`src/rtl/load_store_unit_pkg.sv`:
```
// Load/store unit shared types: FSM states, RV32I funct3 codes
// and the request decode helpers used at accept time.
package load_store_unit_pkg;

    typedef enum logic [1:0] {
        S_IDLE,
        S_ACCESS,
        S_WAIT,
        S_RESP
    } lsu_state_e;

    localparam logic [2:0] F3_B  = 3'b000;
    localparam logic [2:0] F3_H  = 3'b001;
    localparam logic [2:0] F3_W  = 3'b010;
    localparam logic [2:0] F3_BU = 3'b100;
    localparam logic [2:0] F3_HU = 3'b101;

    function automatic logic req_fault(
        input logic       ld,
        input logic       st,
        input logic [2:0] f3,
        input logic [1:0] off
    );
        logic bad_op;
        logic bad_align;
        bad_op = (ld == st);
        if (ld) begin
            bad_op = bad_op | (f3 inside {3'b011, 3'b110, 3'b111});
        end
        if (st) begin
            bad_op = bad_op | !(f3 inside {F3_B, F3_H, F3_W});
        end
        bad_align = ((f3 == F3_H || f3 == F3_HU) && off[0])
                  || (f3 == F3_W && off != 2'b00);
        return bad_op | bad_align;
    endfunction

    function automatic logic [3:0] store_mask(
        input logic [2:0] f3,
        input logic [1:0] off
    );
        case (f3)
            F3_B:    return 4'b0001 << off;
            F3_H:    return 4'b0011 << off;
            default: return 4'b1111;
        endcase
    endfunction

    function automatic logic [31:0] store_data(
        input logic [2:0]  f3,
        input logic [31:0] w
    );
        case (f3)
            F3_B:    return {4{w[7:0]}};
            F3_H:    return {2{w[15:0]}};
            default: return w;
        endcase
    endfunction

endpackage

```
`src/rtl/load_store_unit_load_extend.sv`:
```
// Load lane extraction and sign/zero extension of a memory word.
module load_extend
    import load_store_unit_pkg::*;
(
    input  logic [1:0]  off_i,
    input  logic [2:0]  funct3_i,
    input  logic [31:0] word_i,
    output logic [31:0] data_o
);

    logic [31:0] lane;

    assign lane = word_i >> {off_i, 3'b000};

    always_comb begin
        data_o = lane;
        case (funct3_i)
            F3_B:    data_o = {{24{lane[7]}}, lane[7:0]};
            F3_H:    data_o = {{16{lane[15]}}, lane[15:0]};
            F3_BU:   data_o = {24'd0, lane[7:0]};
            F3_HU:   data_o = {16'd0, lane[15:0]};
            default: data_o = lane;
        endcase
    end

endmodule

```
`src/rtl/load_store_unit.sv`:
```
// Single-request RV32I load/store unit in front of a word-addressed
// data memory with one-cycle read latency.
module load_store_unit
    import load_store_unit_pkg::*;
#(
    parameter int ADDWIDTH = 12
) (
    input  logic                clk,
    input  logic                rst_n,
    input  logic                valid_i,
    output logic                ready_o,
    input  logic                is_load_i,
    input  logic                is_store_i,
    input  logic [2:0]          funct3_i,
    input  logic [31:0]         addr_i,
    input  logic [31:0]         wdata_i,
    output logic [31:0]         rdata_o,
    output logic                done_o,
    output logic                err_o,
    output logic [ADDWIDTH-1:0] mem_address_o,
    output logic [31:0]         mem_data_o,
    output logic                mem_str_o,
    output logic                mem_ld_o,
    output logic [3:0]          mem_byte_masking_o,
    input  logic [31:0]         mem_data_i
);

    lsu_state_e          state_q, state_d;
    logic                load_q, load_d;
    logic [2:0]          f3_q, f3_d;
    logic [1:0]          off_q, off_d;
    logic                fault_q, fault_d;
    logic [ADDWIDTH-1:0] maddr_q, maddr_d;
    logic [31:0]         mdata_q, mdata_d;
    logic [3:0]          mask_q, mask_d;
    logic [31:0]         rdata_q, rdata_d;
    logic [31:0]         ext;
    logic                fault_now;
    logic                unused_addr;

    // Upper address bits wrap around silently.
    assign unused_addr = ^addr_i[31:ADDWIDTH+2];

    assign fault_now = req_fault(is_load_i, is_store_i, funct3_i, addr_i[1:0]);

    load_extend u_load_extend (
        .off_i    (off_q),
        .funct3_i (f3_q),
        .word_i   (mem_data_i),
        .data_o   (ext)
    );

    always_comb begin
        state_d = state_q;
        load_d  = load_q;
        f3_d    = f3_q;
        off_d   = off_q;
        fault_d = fault_q;
        maddr_d = maddr_q;
        mdata_d = mdata_q;
        mask_d  = mask_q;
        rdata_d = rdata_q;
        unique case (state_q)
            S_IDLE: begin
                if (valid_i) begin
                    load_d  = is_load_i;
                    f3_d    = funct3_i;
                    off_d   = addr_i[1:0];
                    fault_d = fault_now;
                    if (fault_now) begin
                        state_d = S_RESP;
                    end else begin
                        state_d = S_ACCESS;
                        maddr_d = addr_i[ADDWIDTH+1:2];
                        if (is_load_i) begin
                            mask_d = 4'b1111;
                        end else begin
                            mask_d  = store_mask(funct3_i, addr_i[1:0]);
                            mdata_d = store_data(funct3_i, wdata_i);
                        end
                    end
                end
            end
            S_ACCESS: state_d = load_q ? S_WAIT : S_RESP;
            S_WAIT: begin
                rdata_d = ext;
                state_d = S_RESP;
            end
            S_RESP:  state_d = S_IDLE;
            default: state_d = S_IDLE;
        endcase
    end

    always_ff @(posedge clk or negedge rst_n) begin
        if (!rst_n) begin
            state_q <= S_IDLE;
            load_q  <= 1'b0;
            f3_q    <= 3'd0;
            off_q   <= 2'd0;
            fault_q <= 1'b0;
            maddr_q <= '0;
            mdata_q <= 32'd0;
            mask_q  <= 4'd0;
            rdata_q <= 32'd0;
        end else begin
            state_q <= state_d;
            load_q  <= load_d;
            f3_q    <= f3_d;
            off_q   <= off_d;
            fault_q <= fault_d;
            maddr_q <= maddr_d;
            mdata_q <= mdata_d;
            mask_q  <= mask_d;
            rdata_q <= rdata_d;
        end
    end

    assign ready_o            = (state_q == S_IDLE);
    assign done_o             = (state_q == S_RESP);
    assign err_o              = (state_q == S_RESP) && fault_q;
    assign mem_str_o          = (state_q == S_ACCESS) && !load_q;
    assign mem_ld_o           = (state_q == S_ACCESS) && load_q;
    assign mem_address_o      = maddr_q;
    assign mem_data_o         = mdata_q;
    assign mem_byte_masking_o = mask_q;
    assign rdata_o            = rdata_q;

endmodule

```
`config.mk`:
```
export PLATFORM = sky130hd
export DESIGN_NAME = load_store_unit
export DESIGN_NICKNAME = d
export VERILOG_FILES = /design/src/rtl/load_store_unit_pkg.sv /design/src/rtl/load_store_unit_load_extend.sv /design/src/rtl/load_store_unit.sv
export SDC_FILE = /design/constraint.sdc
export NUM_CORES = 1
export LEC_CHECK = 0
export BUFFER_PORTS_ARGS = -buffer_cell sky130_fd_sc_hd__buf_2
export CAP_MARGIN = 20
export CELL_PAD_IN_SITES_DETAIL_PLACEMENT = 1
export CELL_PAD_IN_SITES_GLOBAL_PLACEMENT = 1
export CORE_MARGIN = 5
export CORE_UTILIZATION = 39
export CTS_BUF_LIST = sky130_fd_sc_hd__clkbuf_4 sky130_fd_sc_hd__clkbuf_8 sky130_fd_sc_hd__clkbuf_16
export DETAILED_ROUTE_END_ITERATION = 8
export GPL_ROUTABILITY_DRIVEN = 0
export HOLD_SLACK_MARGIN = 0.03
export PLACE_DENSITY = 0.93
export SLEW_MARGIN = 20
export SYNTH_ARGS = -nofsm -noshare
export SYNTH_HDL_FRONTEND = slang
export SYNTH_SLANG_ARGS = --single-unit
```
`constraint.sdc`:
```
create_clock -name clk -period 3.25 [get_ports clk]
set_input_delay 0.65 -clock clk [delete_from_list [all_inputs] [get_ports clk]]
set_output_delay 0.65 -clock clk [all_outputs]
set_load 0.005 [all_outputs]
```
-- Yosys cells after proc, flatten, opt, wreduce, memory -nomap -nowiden
Index checks and enable logic that the tools add are counted.
- bits in registers: 89
- input port bits: 104
- equality and inequality tests: 14
- shift operators: 3
- multiplexer cells: 10
- bitwise operators: 5
- reductions and logical operators: 18
- operators by type and width (operator ; number):
    case mux 32 bit (4 select lines) ; 1
    case mux 32 bit (2 select lines) ; 1
    >> shifter 32 x 5 -> 32 bit ; 1
    == test 3 bit (second input constant) ; 5
    case mux 2 bit (4 select lines) ; 1
    case mux 4 bit (2 select lines) ; 1
    == test 3 x 1 -> 1 bit (second input constant) ; 2
    == test 3 x 2 -> 1 bit (second input constant) ; 2
    logical NOT 3 bit ; 2
    nonzero test 3 bit ; 2
    logical AND 1 bit ; 5
    == test 2 bit (second input constant) ; 2
    two-way mux 2 bit ; 2
    two-way mux 4 bit ; 1
    AND reduction 4 bit ; 1
    left shift 1 x 2 -> 4 bit (first input constant) ; 1
    left shift 2 x 2 -> 4 bit (first input constant) ; 1
    two-way mux 1 bit ; 3
    bitwise OR 1 bit ; 3
    AND reduction 3 bit ; 1
    == test 2 x 1 -> 1 bit (second input constant) ; 1
    logical NOT 1 bit ; 2
    logical NOT 2 bit ; 1
    logical OR 1 bit ; 2
    other kinds (5) ; 6

-- Logic depth before layout (Yosys ltp)
- word-level depth: 10
- gate-level depth with buffers: 8
- mapped depth without buffers: 6

-- Hierarchy
From an unflattened synthesis, not the netlist that was laid out.
- cells, all modules: 377
- area total of the unflattened synthesis: 4583.1 um2
- modules (own cells, without submodules) (module ; instances ; cells an instance ; area an instance (um2) ; seq. area each (um2)):
    load_store_unit ; 1 ; 270 ; 3888.7 ; 2227.1
    load_extend ; 1 ; 107 ; 694.4 ; 0.0

-- Worst setup path after synthesis
Ideal clock, no wire load.
- path type: input port to flip-flop
- from: input funct3_i[0]
- to: register maddr_q[10] (netlist: mem_address_o[10])
- setup time: 0.125 ns
- arrival: 2.141 ns
- required time: 3.125 ns
- setup slack: 0.984 ns
- stages: 6
- path buffers: 2
- cell sequence: buf_6 -> a211oi_2 -> a22oi_2 -> nor4_4 -> buf_6 -> mux2_4
- longest elaborated chain between the ends: 9
- ends and longest elaborated chain (item ; RTL line ; source):
    from (decl) ; load_store_unit.sv:14 ; input logic [2:0] funct3_i,
    == test 3 x 2 -> 1 bit or == test 3 bit (tied branches) ; load_store_unit_pkg.sv:28 ; bad_op = bad_op | (f3 inside {3'b011, 3'b110, 3'b111});
    nonzero test 3 bit ; load_store_unit_pkg.sv:28 ;
    bitwise OR 1 bit ; load_store_unit_pkg.sv:28 ;
    two-way mux 1 bit ; load_store_unit_pkg.sv:27 ; if (ld) begin
    bitwise OR 1 bit ; load_store_unit_pkg.sv:31 ; bad_op = bad_op | !(f3 inside {F3_B, F3_H, F3_W});
    two-way mux 1 bit ; load_store_unit_pkg.sv:30 ; if (st) begin
    bitwise OR 1 bit * ; load_store_unit_pkg.sv:35 ; return bad_op | bad_align;
    inverter 1 bit (no line) * ; -- ;
    AND reduction 3 bit (no line) * ; -- ;
    to (signal assigned) ; load_store_unit.sv:111 ; maddr_q <= maddr_d;
    to (decl) ; load_store_unit.sv:33 ; logic [ADDWIDTH-1:0] maddr_q, maddr_d;
Mark *: on every way between the ends. The rest lies on a longest branch, timed or not.
A chain may end at the register's enable or synchronous reset.

-- Worst setup path after layout
- from: register state_q[1]
- to: register mdata_q[27] (netlist: mem_data_o[27])
- longest elaborated chain between the ends: 2
- ends and longest elaborated chain (item ; RTL line ; source):
    from (decl) ; load_store_unit.sv:28 ; lsu_state_e state_q, state_d;
    from (signal assigned) ; load_store_unit.sv:106 ; state_q <= state_d;
    logical NOT 2 bit ; load_store_unit.sv:63 ; unique case (state_q)
    AND reduction 4 bit (no line) ; -- ;
    to (signal assigned) ; load_store_unit.sv:112 ; mdata_q <= mdata_d;
    to (decl) ; load_store_unit.sv:34 ; logic [31:0] mdata_q, mdata_d;
Every way passes these cells.

==> run summary <==
Status: finished, final reports clean
CP max FO: 36
Worst-margin pin slew: 0.962 ns
Most frequent cells in the layout: 169 x buf_2, 89 x dfrtp_1, 65 x mux2_2
Setup crit start kind: flop
Vias per cell: 5.34
Power Total: 5.07 mW
Hold buffers post-CTS: 0
# IOs: 189
Post-CTS Setup Inserts: 0
Reg clk slew, reported paths: 0.06 ns
GRT overflow: 0
Period utilization: 0.765
TritonCTS clock tree: done
Routed vias: 3631
Gr usage total: 0.203
Crit Reg-Reg Endpoint: mem_data_o[27]$_DFFE_PN0P_
Final ANT Viol Nets: 0
Avg Synthesized Cell Area: 12.2 sq um
First-pass GRT wire length: 21600 um
DP HPWL: 10500 um
Synth Flop Type: dfrtp_1
DRC violations left: 0
RSZ-0062 raised after global routing: no
CTS root buffer: clkbuf_16
Worst hold-check path type: input port to asynchronous set/reset pin
Fmax: 402 MHz
Power per cell area: 882 nW/um^2
# H-tree levels: 3
Worst clock skew: 0.00290 ns
Seq cells post-synth: 89
Total core area: 11300 sq um
Max clock buf depth: 2
Largest net degree at the start of global routing: 50
Critical Path End Type: flop
Chip height: 117 um
Resized cells post-CTS: 0
Final Critical Period: 2.48 ns
Final hold vios: 0
Die W: 117 um
Setup_tns: 0 ns
Port bufs: 170
Slowest cell on crit path: buf_4
Row count: 39
Die ar.: 13700 sq um
Post-Synthesis Net Count: 474
Worst reg2reg setup slack: 0.77 ns
Placed Instances: 664
Worst Reg-to-Reg Cells: 7
Proportion of layout cells with a drive suffix above 1: 0.514
Initial antenna violation count: 1
RR Startpoint: state_q[1]$_DFFE_PN0P_
Yosys cell types: 38
Data arrival time of the worst path: 2.69 ns
Ant diodes: 0
Worst skew pair latency: 0.33 ns
Post-synth EDFFs: 0
Buffer and inverter count on the worst path: 2
Post-Layout Cell Count: 680
Post-synthesis instance total: 366
CTS Buf Count: 9
# nets final: 640
Largest stage delay on the critical path: 0.43 ns
Critical path startpoint: state_q[1]$_DFFE_PN0P_
Initial Util: 0.394
Post-Route WL: 13500 um
Detailed Routing Iterations Pass 1: 4
Slew Limit Fails: 0
Top delay family on crit path: simple AND/OR/NAND/NOR gates
Static leakage: 2.90 nW
Worst vdd ir: 0.373 mV
1st-iter DRT viols: 135
DR WL/cell: 19.9 um
Fin util: 0.508
Ys Warns: 0
# setup viols final: 0
Area Growth Syn to Fin: 28.8%
Minimum hold slack: 0.296 ns
Vias in the first global route: 4183
Critical setup path kind: flop to flop
Max-cap viol count: 0
Commonest non-fill, non-tap cell in the layout: buf_2
CP Cell Sequence: inv_1, ha_1, nand2_1, or3_1, nor3_4, buf_4, mux2_2
Asr flop ratio synth: 1.00
Sequential-to-total area share from yosys stat: 0.499
Clock Sinks: 89
Synthesized cell area: 4470 sq um
CP required: 3.46 ns
Slew headroom: 0.359
-- report_power, final --
part	total (mW)	switching, mW	internal, mW
clock	1.06	0.437	0.620
sequential	1.99	0.377	1.61
combinational	2.02	0.952	1.07
-- sequential cells by signal, summed over array words and instances, names as in the netlist --
signal              count
load_q                  1
fault_q                 1
mem_byte_masking_o      4
state_q                 2
f3_q                    3
rdata_o                32
mem_data_o             32
off_q                   2
mem_address_o          12
-- worst max path at each step --
stage                                    end  slack, ns  cells after the start
6_report          mem_data_o[27]$_DFFE_PN0P_       0.77                      7
5_1_grt           mem_data_o[27]$_DFFE_PN0P_       0.56                      7
4_1_cts           mem_data_o[27]$_DFFE_PN0P_       0.74                      7
3_5_place_dp    mem_address_o[7]$_DFFE_PN0P_       0.61                      6
3_3_place_gp   mem_address_o[10]$_DFFE_PN0P_       0.73                      6
2_1_floorplan  mem_address_o[10]$_DFFE_PN0P_       0.98                      6
-- worst reg2reg max path, delay by kind of cell (launching register included) --
family / cells / cell delay [ns]
buf+inv: 2 / 0.54
flops: 1 / 0.42
mux: 1 / 0.42
fa+ha+maj: 1 / 0.27
simple gates: 3 / 0.73
-- cells in the mapped netlist, types with 5 or more instances --
cell type  count  area [sq um]
mux2_2        65           732
nor2_1        28           105
o2bb2ai_1      7          61.3
a221o_1        9          90.1
o21ai_0       13          65.1
nand2_1       19          71.3
nor2b_1       10          62.6
a21oi_1       18          90.1
buf_6          5          56.3
mux2i_1       27           270
mux2_4         5          75.1
a211o_1        8          70.1
a211oi_1       7          52.6
dfrtp_1       89          2230
clkbuf_1      13          48.8
-- final cells by class --
type | count | area (sq um)
Tap cell | 143 | 179
Fill cell | 1251 | 5570
Clock inverter | 6 | 65.1
Timing Repair Buffer | 179 | 933
Sequential cell | 89 | 2230
Clock buffer | 10 | 239
Multi-Input combinational cell | 249 | 2090
Inverter | 4 | 15.0
-- cells by family (layout without fill, tap and decap cells) --
group                      after synthesis  after routing  share of synthesized area
DFF                                     89             89                      0.499
buffers and inverters                   28            199                     0.0328
adders and majority gates                4              4                     0.0112
AOI/OAI and AO/OA                       72             72                      0.118
muxes                                  101            101                      0.254
and+or+nand+nor                         72             72                     0.0857
-- per-stage QoR --
stage                     setup slack (ns)  area (sq um)
after global routing                 0.565          5750
after CTS                            0.738          5750
after global placement               0.730          5450
after floorplan                      0.984          4470
final                                0.765          5750
after detailed placement             0.610          5450
-- per-layer routing --
metal	part of all wire	track usage	up-vias
met5	0.00096	0	-
met4	0.022	0.0688	2
met3	0.11	0.0797	23
met2	0.49	0.357	160
met1	0.38	0.224	1789
li1	-	-	1657
Power figures use the tool's default switching activity.
